--- config.mk ---
export PLATFORM = sky130hd
export DESIGN_NAME = sbox_share_ctrl
export DESIGN_NICKNAME = d
export VERILOG_FILES = /design/src/rtl/sbox_share_ctrl.sv
export SDC_FILE = /design/constraint.sdc
export NUM_CORES = 1
export LEC_CHECK = 0
export ABC_AREA = 1
export BUFFER_PORTS_ARGS = -buffer_cell sky130_fd_sc_hd__buf_2
export CAP_MARGIN = 15
export CELL_PAD_IN_SITES_DETAIL_PLACEMENT = 0
export CELL_PAD_IN_SITES_GLOBAL_PLACEMENT = 1
export CORE_MARGIN = 3
export CORE_UTILIZATION = 42
export CTS_CLUSTER_DIAMETER = 150
export CTS_CLUSTER_SIZE = 8
export DETAILED_ROUTE_END_ITERATION = 6
export MAX_ROUTING_LAYER = met4
export PLACE_DENSITY = 0.89
export SYNTH_ARGS = -nofsm -noshare
export SYNTH_HDL_FRONTEND = slang
export SYNTH_SLANG_ARGS = --single-unit
--- constraint.sdc ---
create_clock -name clk -period 6.6 [get_ports clk]
set_clock_uncertainty 0.05 [all_clocks]
set_input_delay 0.99 -clock clk [delete_from_list [all_inputs] [get_ports clk]]
set_output_delay 0.99 -clock clk [all_outputs]
set_load 0.02 [all_outputs]
--- src/rtl/sbox_share_ctrl.sv ---
// Shares one combinational AES S-box between the SubBytes (128-bit) and SubWord (32-bit)
// requesters, streaming one byte per cycle and assembling the substituted result in place.
module sbox_share_ctrl (
   input  logic         clk,
   input  logic         rst_n,
   input  logic         st_req,
   input  logic [127:0] st_data,
   output logic         st_ack,
   output logic         st_done,
   output logic [127:0] st_result,
   input  logic         kw_req,
   input  logic [31:0]  kw_data,
   output logic         kw_ack,
   output logic         kw_done,
   output logic [31:0]  kw_result,
   output logic [7:0]   sb_in,
   input  logic [7:0]   sb_out,
   output logic         busy
);

   typedef enum logic [1:0] {IDLE, RUN_ST, RUN_KW, DONE} state_t;

   state_t         state, state_nxt;
   logic [3:0]     cnt;
   logic           last_kw;
   logic           grant_st, grant_kw;
   logic [127:0]   src;

   always_comb begin
      state_nxt = state;
      grant_st  = 1'b0;
      grant_kw  = 1'b0;
      case (state)
         IDLE: begin
            // On a tie the requester not served last wins; last_kw resets high so st wins first.
            if (st_req && (!kw_req || last_kw)) begin
               grant_st  = 1'b1;
               state_nxt = RUN_ST;
            end else if (kw_req) begin
               grant_kw  = 1'b1;
               state_nxt = RUN_KW;
            end
         end
         RUN_ST:  if (cnt == 4'd15) state_nxt = DONE;
         RUN_KW:  if (cnt == 4'd3)  state_nxt = DONE;
         DONE:    state_nxt = IDLE;
         default: state_nxt = IDLE;
      endcase
   end

   always_comb begin
      sb_in = 8'h00;
      if (state == RUN_ST || state == RUN_KW)
         sb_in = src[{cnt, 3'b000} +: 8];
   end

   assign st_ack  = grant_st;
   assign kw_ack  = grant_kw;
   assign st_done = (state == DONE) && !last_kw;
   assign kw_done = (state == DONE) && last_kw;
   assign busy    = (state != IDLE);

   always_ff @(posedge clk or negedge rst_n) begin
      if (!rst_n) begin
         state     <= IDLE;
         cnt       <= 4'd0;
         last_kw   <= 1'b1;
         st_result <= 128'd0;
         kw_result <= 32'd0;
      end else begin
         state <= state_nxt;
         if (grant_st || grant_kw) begin
            cnt     <= 4'd0;
            last_kw <= grant_kw;
         end else if (state == RUN_ST || state == RUN_KW) begin
            cnt <= cnt + 4'd1;
         end
         if (state == RUN_ST)
            st_result[{cnt, 3'b000} +: 8] <= sb_out;
         if (state == RUN_KW)
            kw_result[{cnt[1:0], 3'b000} +: 8] <= sb_out;
      end
   end

   // Source operand is pure data and is only observed while RUN_* gates sb_in.
   always_ff @(posedge clk) begin
      if (grant_st)
         src <= st_data;
      else if (grant_kw)
         src <= {96'd0, kw_data};
   end

endmodule
======== Yosys cells after proc, flatten, opt, wreduce, memory -nomap -nowiden ========
Index checks and enable logic that the tools add are counted.
operators by class
  $add $sub $neg .......................... 3
  $mul .................................... 0
  div/mod/pow operators ................... 0
  $lt $le $gt $ge ......................... 0
  eq/ne operators ......................... 8
  shifts and indexed selects .............. 5
  muxes and demuxes ....................... 17
  bitwise gates (word level) .............. 0
  reductions and logical operators ........ 13
operator list
  cell                                                    number
  two-way mux 128 bit                                     2
  bitwise mux 128 bit                                     1
  variable shift 8 x 9 -> 128 bit (first input constant)  1
  indexed part select 128 x 8 -> 8 bit                    1
  indexed part select 8 x 9 -> 128 bit                    1
  bitwise mux 32 bit                                      1
  variable shift 8 x 7 -> 32 bit (first input constant)   1
  indexed part select 8 x 7 -> 32 bit                     1
  negator 7 -> 9 bit                                      1
  two-way mux 2 bit                                       4
  two-way mux 4 bit                                       2
  two-way mux 8 bit                                       1
  one-hot mux 2 bit (4 select lines)                      1
  negator 5 -> 7 bit                                      1
  nonzero test 2 bit                                      3
  two-way mux 1 bit                                       5
  adder 4 x 1 -> 4 bit (second input constant)            1
  equality test 2 bit (second input constant)             2
  equality test 4 x 2 -> 1 bit (second input constant)    1
  equality test 4 bit (second input constant)             1
  != test 2 bit (second input constant)                   2
  logical AND 1 bit                                       3
  logical OR 1 bit                                        3
  != test 3 bit (second input constant)                   1
  other kinds (4)                                         5
storage, ports and cells
  register bits ........................... 295
  latch bits .............................. 0
  memory bits (writable) .................. 0
  memory bits (read-only) ................. 0
  input bits .............................. 172
  output and inout port bits .............. 173
  logic and storage cells ................. 52
  memories ................................ 0

======== Logic depth before layout (Yosys ltp) ========
  depth in word-level cells ............... 7
  depth in mapped cells ................... 13

======== Worst setup path after synthesis ========
OpenSTA, ideal clock, no wires.
  path type ............................... input to register
  start ................................... input kw_req
  end ..................................... register src[0], enable pin
  setup time .............................. 484 ps
  arrival time ............................ 3632 ps
  data required time ...................... 6066 ps
  slack ................................... 2435 ps
  stages .................................. 2
  buffers on the path ..................... 0
  path through ............................ o21ai_0 inv_1
on the way
  cells in the longest elaborated chain, start to end .. 6
ends and longest elaborated chain
  what                              line  RTL
  start, declared                   11    input logic kw_req,
  zero test 1 bit                   36    if (st_req && (!kw_req || last_kw)) begin
  logical OR 1 bit                  36
  logical AND 1 bit                 36
  two-way mux 1 bit                 36
  two-way mux 1 bit                 33    case (state)
  nonzero test 2 bit (no line) (*)  n/a
  end signal, assigned              88    src <= st_data;
  end signal, assigned              90    src <= {96'd0, kw_data};
  end, declared                     27    logic [127:0] src;
Mark *: on every way between the ends. The rest lies on a longest branch, timed or not.
A chain may end at the register's enable or synchronous reset.

======== Final worst setup path ========
  start ................................... register cnt[0]
  end ..................................... output sb_in[6]
on the way
  cells in the longest elaborated chain, start to end .. 2
ends and longest elaborated chain
  what                                  line  RTL
  start, declared                       24    logic [3:0] cnt;
  start signal, assigned                76    cnt <= cnt + 4'd1;
  indexed part select 128 x 8 -> 8 bit  54    sb_in = src[{cnt, 3'b000} +: 8];
  two-way mux 8 bit                     53    if (state == RUN_ST || state == RUN_KW)
  end, declared                         16    output logic [7:0] sb_in,
No other way between the ends.

==> impl_metrics.xml <==
<?xml version="1.0" encoding="UTF-8"?>
<metrics>
  <group name="clock_tree">
    <metric name="cts_htree_levels" unit="">2</metric>
    <metric name="cts_root_buffer" unit="">sky130_fd_sc_hd__clkbuf_16</metric>
    <metric name="clock_path_buffers" unit="">3</metric>
    <metric name="cts_setup_buffers" unit="">0</metric>
    <metric name="cts_tree" unit="">built</metric>
    <metric name="clock-sinks" unit="">295</metric>
    <metric name="clk_pin_slew_worst_paths" unit="ns">0.05</metric>
    <metric name="post_cts_resized" unit="">0</metric>
    <metric name="inserted_clock_buffers" unit="">42</metric>
    <metric name="clk_latency" unit="ns">0.52</metric>
    <metric name="postCtsHoldBufs" unit="">0</metric>
  </group>
  <group name="synthesis">
    <metric name="synth_cells" unit="">1638</metric>
    <metric name="synth.avg_cell_area" unit="sq um">8.37</metric>
    <metric name="synthDistinctLibCells" unit="">34</metric>
    <metric name="syn-cell-area" unit="sq um">13700</metric>
    <metric name="yosysWarningCount" unit="">0</metric>
    <metric name="synth_top_cell_by_area" unit="">sky130_fd_sc_hd__dfrtp_1</metric>
    <metric name="post-synth-top-count-cell" unit="">sky130_fd_sc_hd__nand2_1</metric>
    <metric name="sequential_cell_area_fraction_in_the_yosys_report" unit="">0.585</metric>
    <metric name="synth.net_count" unit="">1820</metric>
    <metric name="synth_top_cell_area_share" unit="">0.303</metric>
    <metric name="synth_top_flop_cell" unit="">sky130_fd_sc_hd__dfrtp_1</metric>
    <metric name="ys_top_cells_by_count" unit="">583 x sky130_fd_sc_hd__nand2_1, 265 x sky130_fd_sc_hd__inv_1, 166 x sky130_fd_sc_hd__dfrtp_1, 164 x sky130_fd_sc_hd__nor2_1, 130 x sky130_fd_sc_hd__nand3_1</metric>
    <metric name="async_reset_ff_frac" unit="">0.566</metric>
    <metric name="synth_edf_count" unit="">128</metric>
    <metric name="ys_seq_elements" unit="">295</metric>
    <metric name="ys_top_cells_by_area" unit="">sky130_fd_sc_hd__dfrtp_1 30%, sky130_fd_sc_hd__edfxtp_1 28%, sky130_fd_sc_hd__nand2_1 16%</metric>
  </group>
  <group name="drt">
    <metric name="drt_pass1_iterations" unit="">5</metric>
    <metric name="dr.first_iter.drc_count" unit="">769</metric>
    <metric name="drtAntennaViolNets" unit="">0</metric>
    <metric name="post-route-drc-count" unit="">0</metric>
    <metric name="post_drt_wl_per_cell" unit="um">15.6</metric>
    <metric name="post_drt_via_cell_ratio" unit="">4.75</metric>
    <metric name="via_count" unit="">11500</metric>
    <metric name="postRouteWirelength" unit="um">37900</metric>
  </group>
  <group name="timing">
    <metric name="report.final.setup_viol" unit="">0</metric>
    <metric name="worst_pin_slew" unit="ns">0.952</metric>
    <metric name="setup_ws" unit="ns">3.08</metric>
    <metric name="maxClockFrequency" unit="MHz">284</metric>
    <metric name="timing.setup.tns" unit="ns">0</metric>
    <metric name="timing.max_slew.rel_slack" unit="">0.362</metric>
    <metric name="timing.final.max_slew_violations" unit="">0</metric>
    <metric name="worst_hold_slack" unit="ns">0.414</metric>
    <metric name="post-route-period-util" unit="">0.533</metric>
    <metric name="unrepaired_setup_endpoints_after_global_routing" unit="">false</metric>
    <metric name="hold_viol_final" unit="">0</metric>
    <metric name="min_period" unit="ns">3.52</metric>
  </group>
  <group name="global_route">
    <metric name="globalRouteOverflowTotal" unit="">0</metric>
    <metric name="grt_antenna_before_repair" unit="">0</metric>
    <metric name="grt.total_usage" unit="">0.220</metric>
    <metric name="grt_max_degree" unit="">85</metric>
    <metric name="first_pass_grt_wire_length" unit="um">59800</metric>
    <metric name="vias_in_the_first_global_route" unit="">11200</metric>
  </group>
  <group name="critical_path">
    <metric name="worst-setup-path-type" unit="">flop to output pin</metric>
    <metric name="worstPathRequired" unit="ns">5.56</metric>
    <metric name="cp-start-kind" unit="">flop</metric>
    <metric name="critical_path_peak_fanout" unit="">73</metric>
    <metric name="ff2ff_path_depth" unit="">9</metric>
    <metric name="crit_arrival" unit="ns">2.48</metric>
    <metric name="setup.worst_path.end_class" unit="">output pin</metric>
  </group>
  <group name="floorplan">
    <metric name="core.rowCount" unit="">65</metric>
    <metric name="chipHeight" unit="um">187</metric>
    <metric name="io_pins" unit="">345</metric>
    <metric name="initial_utilization" unit="">0.430</metric>
    <metric name="total_core_area" unit="sq um">31900</metric>
    <metric name="fp.dieArea" unit="sq um">34900</metric>
    <metric name="dieWidth" unit="um">187</metric>
  </group>
  <group name="finish">
    <metric name="post_route_cells_drive_above_1_share" unit="">0.214</metric>
    <metric name="num-nets-final" unit="">2158</metric>
    <metric name="antenna_cell_count" unit="">0</metric>
    <metric name="layout.core_utilization" unit="">0.534</metric>
    <metric name="syn2layout_area_growth" unit="%">24.1</metric>
    <metric name="fin_cells" unit="">2430</metric>
    <metric name="postLayoutCellArea" unit="sq um">17000</metric>
  </group>
  <group name="power">
    <metric name="leak" unit="nW">8.82</metric>
    <metric name="power.clock.fraction" unit="">0.228</metric>
    <metric name="report.power.total" unit="mW">8.46</metric>
    <metric name="p_int" unit="mW">4.91</metric>
    <metric name="power.density" unit="nW/um^2">497</metric>
    <metric name="vdd_drop_max" unit="mV">0.227</metric>
    <metric name="p_switching" unit="mW">3.55</metric>
    <metric name="power.share.combinational" unit="">0.405</metric>
    <metric name="netSwitchingFraction" unit="">0.420</metric>
    <metric name="seq_power_share" unit="">0.367</metric>
  </group>
  <group name="flow_run">
    <metric name="cap_viol_max_count" unit="">0</metric>
  </group>
  <group name="placement">
    <metric name="dpl.cell_count" unit="">2364</metric>
    <metric name="postPlaceCellArea" unit="sq um">15800</metric>
    <metric name="place.detailed.hpwl" unit="um">27400</metric>
    <metric name="detailedPlace.worstSlack" unit="ns">3.11</metric>
    <metric name="port_buffers" unit="">344</metric>
    <metric name="gp_congestion" unit="">0.869</metric>
  </group>
  <group name="hold_path">
    <metric name="worst_hold_path.num_cells" unit="">2</metric>
    <metric name="hold_path.class" unit="">flop to flop</metric>
  </group>
  <group name="outcome">
    <metric name="run_status" unit="">completed</metric>
  </group>
</metrics>
critical path, cell delays in order (launching register included):
cell and delay, ns:
sky130_fd_sc_hd__dfrtp_2 0.37, sky130_fd_sc_hd__buf_4 0.61, sky130_fd_sc_hd__nand2_1 0.13, sky130_fd_sc_hd__nand2_1 0.10, sky130_fd_sc_hd__nor2_1 0.04, sky130_fd_sc_hd__nor2_1 0.24
sky130_fd_sc_hd__nand2_1 0.09, sky130_fd_sc_hd__nor2_1 0.10, sky130_fd_sc_hd__nor2_1 0.06, sky130_fd_sc_hd__buf_2 0.18
worst paths after layout:
| kind | slack, ns | startpoint | to |
|---|---|---|---|
| hold reg to reg | 0.41 | st_result[11] | st_result[11] |
| min in group asynchronous | 0.44 | rst_n | st_result[91] |
| hold / removal | 0.41 | st_result[11] | st_result[11] |
| max in group asynchronous | 4.88 | rst_n | last_kw |
| setup / recovery | 3.08 | cnt[0] | sb_in[6] |
| setup reg to reg | 3.57 | cnt[0] | st_result[23] |
power by group through the flow:
stage          Combinational (mW)  Sequential [mW]  Clock (mW)
3_5_place_dp                 3.44             3.13           0
2_1_floorplan                1.75             3.60           0
6_report                     3.43             3.10        1.93
3_3_place_gp                 3.38             3.12           0
4_1_cts                      3.45             3.10        1.97
5_1_grt                      3.80             3.18        2.05
final cells by class:
cell class	count	area, sq um
Fill cell	2998	14900
Clock buffer	61	1140
Timing Repair Buffer	353	1850
Tap cell	435	544
Inverter	269	1010
Sequential cell	295	8030
Multi-Input combinational cell	1015	4420
Clock inverter	2	32.5
layout by cell type (no fill, tap or decap), types with 3 or more instances in the layout:
cell	count
sky130_fd_sc_hd__o21ai_1	3
sky130_fd_sc_hd__buf_2	343
sky130_fd_sc_hd__clkbuf_1	18
sky130_fd_sc_hd__o21ai_0	76
sky130_fd_sc_hd__nand2_1	583
sky130_fd_sc_hd__nand3_1	129
sky130_fd_sc_hd__buf_4	6
sky130_fd_sc_hd__clkbuf_16	43
sky130_fd_sc_hd__edfxtp_1	128
sky130_fd_sc_hd__nor3_1	5
sky130_fd_sc_hd__o31ai_1	8
sky130_fd_sc_hd__nand3_4	4
sky130_fd_sc_hd__nor2_2	5
sky130_fd_sc_hd__ha_1	10
sky130_fd_sc_hd__nand3b_1	8
sky130_fd_sc_hd__nor2_1	164
sky130_fd_sc_hd__dfrtp_1	165
sky130_fd_sc_hd__inv_1	263
sky130_fd_sc_hd__nor2_4	4
sky130_fd_sc_hd__clkinv_1	3
registers in the layout (all words and copies together) (netlist names):
register / flops
cnt: 4
st_result: 128
src: 128
kw_result: 32
state: 2
last_kw: 1
layer usage:
| metal | part of all wire | GRT usage | vias up |
|---|---|---|---|
| met4 | 0.032 | 0.0747 | 0 |
| met2 | 0.46 | 0.353 | 464 |
| met5 | 0 | - | - |
| li1 | - | - | 5703 |
| met1 | 0.43 | 0.287 | 5296 |
| met3 | 0.070 | 0.0348 | 86 |
cells by family after synthesis:
| kind of cell | count (synthesis) | share of synthesized area |
|---|---|---|
| AOI/OAI and AO/OA | 91 | 0.0357 |
| xor gates and xnor gates | 3 | 0.00301 |
| adders and majority gates | 10 | 0.00912 |
| buffers and inverters | 328 | 0.0935 |
| DFF | 295 | 0.585 |
| and+or+nand+nor | 911 | 0.274 |
(Power assumes the default switching activity.)
